--- config.mk ---
export PLATFORM = sky130hd
export DESIGN_NAME = prog_seq_counter
export DESIGN_NICKNAME = d
export VERILOG_FILES = /design/src/rtl/prog_seq_counter.sv
export SDC_FILE = /design/constraint.sdc
export NUM_CORES = 1
export LEC_CHECK = 0
export ABC_AREA = 1
export ABC_CLOCK_PERIOD_IN_PS = 2800
export BUFFER_PORTS_ARGS = -buffer_cell sky130_fd_sc_hd__buf_4
export CORE_UTILIZATION = 50
export CTS_CLUSTER_SIZE = 10
export DETAILED_ROUTE_END_ITERATION = 6
export HOLD_SLACK_MARGIN = 0.12
export MAX_ROUTING_LAYER = met4
export PLACE_DENSITY = 0.68
export SLEW_MARGIN = 20
export SYNTH_ARGS = -nofsm -noshare
export SYNTH_HDL_FRONTEND = slang
export SYNTH_SLANG_ARGS = --single-unit
export TNS_END_PERCENT = 1
--- constraint.sdc ---
create_clock -name clk -period 2.8 [get_ports clk]
set_input_delay 0.56 -clock clk [delete_from_list [all_inputs] [get_ports clk]]
set_output_delay 0.56 -clock clk [all_outputs]
set_load 0.02 [all_outputs]
--- src/rtl/prog_seq_counter.sv ---
// Programmable sequence counter: walks a writable code table forward or reverse,
// either wrapping continuously or stopping once in one-shot mode.
module prog_seq_counter #(
  parameter int WIDTH = 4,
  parameter int IDX_W = 4
) (
  input  logic             clk,
  input  logic             clear,
  input  logic             wr_en,
  input  logic [IDX_W-1:0] wr_addr,
  input  logic [WIDTH-1:0] wr_data,
  input  logic [IDX_W-1:0] last,
  input  logic             start,
  input  logic             en,
  input  logic             dir,
  input  logic             one_shot,
  output logic [WIDTH-1:0] q,
  output logic [IDX_W-1:0] idx,
  output logic             tc,
  output logic             done
);

  localparam int DEPTH = 1 << IDX_W;
  localparam logic [IDX_W-1:0] IDX_ONE = IDX_W'(1);

  typedef enum logic [1:0] {IDLE, RUN, DONE} state_t;

  state_t           state_q;
  logic [IDX_W-1:0] idx_q;
  logic             done_q;
  logic [WIDTH-1:0] tbl_q [DEPTH];
  logic             at_end;

  // Reset loads an identity table so a fresh block counts 0,1,2,... untouched.
  always_ff @(posedge clk or negedge clear) begin
    if (!clear) begin
      for (int i = 0; i < DEPTH; i++) tbl_q[i] <= WIDTH'(i);
    end else if (wr_en) begin
      tbl_q[wr_addr] <= wr_data;
    end
  end

  // Forward uses >= so a shrunk 'last' below the current idx still wraps.
  assign at_end = dir ? (idx_q == '0) : (idx_q >= last);

  always_ff @(posedge clk or negedge clear) begin
    if (!clear) begin
      state_q <= IDLE;
      idx_q   <= '0;
      done_q  <= 1'b0;
    end else if (start) begin
      state_q <= RUN;
      idx_q   <= dir ? last : '0;
      done_q  <= 1'b0;
    end else if (state_q == RUN && en) begin
      if (!at_end) begin
        idx_q <= dir ? idx_q - IDX_ONE : idx_q + IDX_ONE;
      end else if (!one_shot) begin
        idx_q <= dir ? last : '0;
      end else begin
        state_q <= DONE;
        done_q  <= 1'b1;
      end
    end
  end

  assign q    = tbl_q[idx_q];
  assign idx  = idx_q;
  assign tc   = (state_q == RUN) && en && at_end;
  assign done = done_q;

endmodule

==> flow_summary.toml <==
[outcome]
status = "completed"

[logic_synthesis]
yosysSeqAreaShare_pct = 48.92
yosysWarnings = 0
synthesis.area_um2 = 3662
synth_seq_cells = 70
synth_cell_types = 26
netlist_top_cells_area = "dfrtp_1, dfstp_2, o21ai_0, nand2_1, inv_1"
synth_top_cell_by_area = "dfrtp_1"
syn_inst = 456
synth_top_area_share_pct = 25.97
syn_avg_cell_area_um2 = 8.031
syn-num-nets = 482

[timing]
fin_crit_sh_pct = 90.73
tightestPinTransition_ps = 870.1
maxSlewHeadroom_pct = 41.99
fin_crit_ps = 2540
max_clock_freq_mhz = 393.6
hold_viol = 0
finalClockSkew_ps = 9.881
setup-violations-final = 0
rsz0062_at_grt = "no"
maxSlewViolCount = 0
tns_ps = 0

[clock_tree]
htreeDepth = 3
cts_buffer_depth = 2
cts_hold_buf = 0
clk_latency_ps = 350
cts_tree = "yes"
post_cts_buffers = 0
cts_num_sinks = 70
clkTransAtPathRegs_ps = 80
cts_buffers = 9
cts-root-buf = "clkbuf_8"
ctsResizeCount = 0

[worst_setup_path]
cp_max_fo = 14
critPathSlowestCell = "inv_1"
critPathLaunchType = "flop"
cp_top_family = "buffers and inverters"
worst-path-buf-inv = 2
crit_chain = "inv_1 > o21ai_0 > o22ai_1 > o211ai_1 > nand2_1 > buf_4"
cp_slowest_stage_delay_ps = 450
end_kind = "output pin"
crit_required_ps = 2240
critPathKind = "reg2out"
worstPathArrival_ps = 1980

[grt]
grt_pass1_vias = 3005
antenna_found_initial = 0
grt_pass1_wl_um = 14810
track_usage_pct = 27.06
grt_max_degree = 71
globalRouteOverflowTotal = 0

[route]
drtPass1Iterations = 5
drtAntennaViolNets = 0
viasPerCell = 5.373
drt-wirelength-per-cell_um = 15.09
drt_wl_total_um = 8812
drc = 0
vias = 3138
drtIter0Drc = 185

[final_layout]
layout_common_cells = "nand2_1, o21ai_0, inv_1"
diodes = 0
layout-drive-gt1-share_pct = 20.29
nets = 509
syn_to_final_growth_pct = 13.70
final_area_um2 = 4164
finalCoreUtilization_pct = 59.96
layout_commonest_cell = "nand2_1"
final_cells = 584

[place]
place.gp.congestion = 0.8561
dp_hpwl_um = 5814
placed_cells = 568
io_buffers = 28
dpl_cell_area_um2 = 3949

[power_and_ir_drop]
p_seq_share_pct = 36.3
leakagePower_nw = 1.913
p_sw_mw = 1.538
p_int_mw = 2.397
switching_share_pct = 39.09
powerDensity_nw_per_um2 = 945.0
clkPwrFrac_pct = 22.7
power_frac_comb_pct = 41.0
peakVddDrop_uv = 482.8

[die]
core-area_um2 = 6944
initial_core_util_pct = 52.74
rows = 30
dieHeight_um = 87.59
io_pins = 29
dieArea_um2 = 7671
die_x_um = 87.59

[job]
maxCapViolCount = 0

[worst_hold_path]
min_path_type = "in2async"
synth_stat cells, drive strengths merged:
cell,number
ha,6
o21ai,85
nor3,1
a21oi,33
dfrtp,38
clkbuf,8
xor2,1
nand2,110
o211ai,7
fa,1
o22ai,4
nand4,6
o2111ai,1
nand3,20
nor2,41
buf,9
nand3b,1
xnor2,1
dfstp,32
inv,51
final timing paths:
kind                              end  cells after the start       start  slack [ps]
setup reg to reg               idx[1]                      6      idx[1]        1020
setup / recovery                 q[1]                      6      idx[1]         260
hold / removal               tbl_q[9]                      1       clear         300
hold reg to reg            state_q[0]                      2  state_q[0]         480
min in group clk           state_q[0]                      3       start         470
max in group asynchronous   tbl_q[44]                      1       clear        1910
power by group through the flow:
stage | logic, mW | clock network, mW | registers (mW)
after global placement | 1.58 | 0 | 1.44
final | 1.61 | 0.894 | 1.43
after CTS | 1.62 | 0.908 | 1.43
after detailed placement | 1.61 | 0 | 1.44
after floorplan | 1.08 | 0 | 1.46
after global routing | 1.83 | 0.946 | 1.46
registers in the layout (all words and copies together) (netlist names):
register	count
idx	4
tbl_q	64
state_q	2
cell families (layout without fill, tap and decap cells):
family	after synthesis	count (layout)	synth area share (%)
and+or+nand+nor	179	179	22.07
AOI/OAI and AO/OA	130	130	18.48
DFF	70	70	48.92
buffers and inverters	68	100	7.448
adders and majority gates	7	7	2.596
xor gates and xnor gates	2	2	0.4784
metal layers:
metal	up-vias	part of all wire (%)	global-route usage, %
li1	1553	-	-
met1	1479	47	36.81
met2	92	46	40.48
met3	14	5.7	5.655
met4	0	1.5	9.240
met5	-	0	-
stage by stage:
step | setup WS [ps] | hold WS, ps | total power, mW
after floorplan | 424.2 | 264.4 | 2.535
after global placement | 488.8 | 460.2 | 3.021
after detailed placement | 431.5 | 462.5 | 3.055
after CTS | 242.5 | 347.4 | 3.952
after global routing | 126.9 | 401.9 | 4.243
final | 259.6 | 296.7 | 3.935
area by class of cell:
class	instances	area [µm²]
fillers	620	2780
flip-flops and latches	70	1792
multi-input cells	318	1598
repair buffers	33	247.7
inverters	51	191.4
clock buffers	10	127.6
well taps	96	120.1
clock inverters	6	87.58
worst register-to-register path, delay by kind of cell, from the launching register on:
| family | cells | cell delay (ps) |
|---|---|---|
| adders and majority gates | 1 | 520 |
| and+or+nand+nor | 4 | 350 |
| buffers and inverters | 1 | 450 |
| DFF | 1 | 420 |
Note: power is estimated with default switching activity, not from simulation.
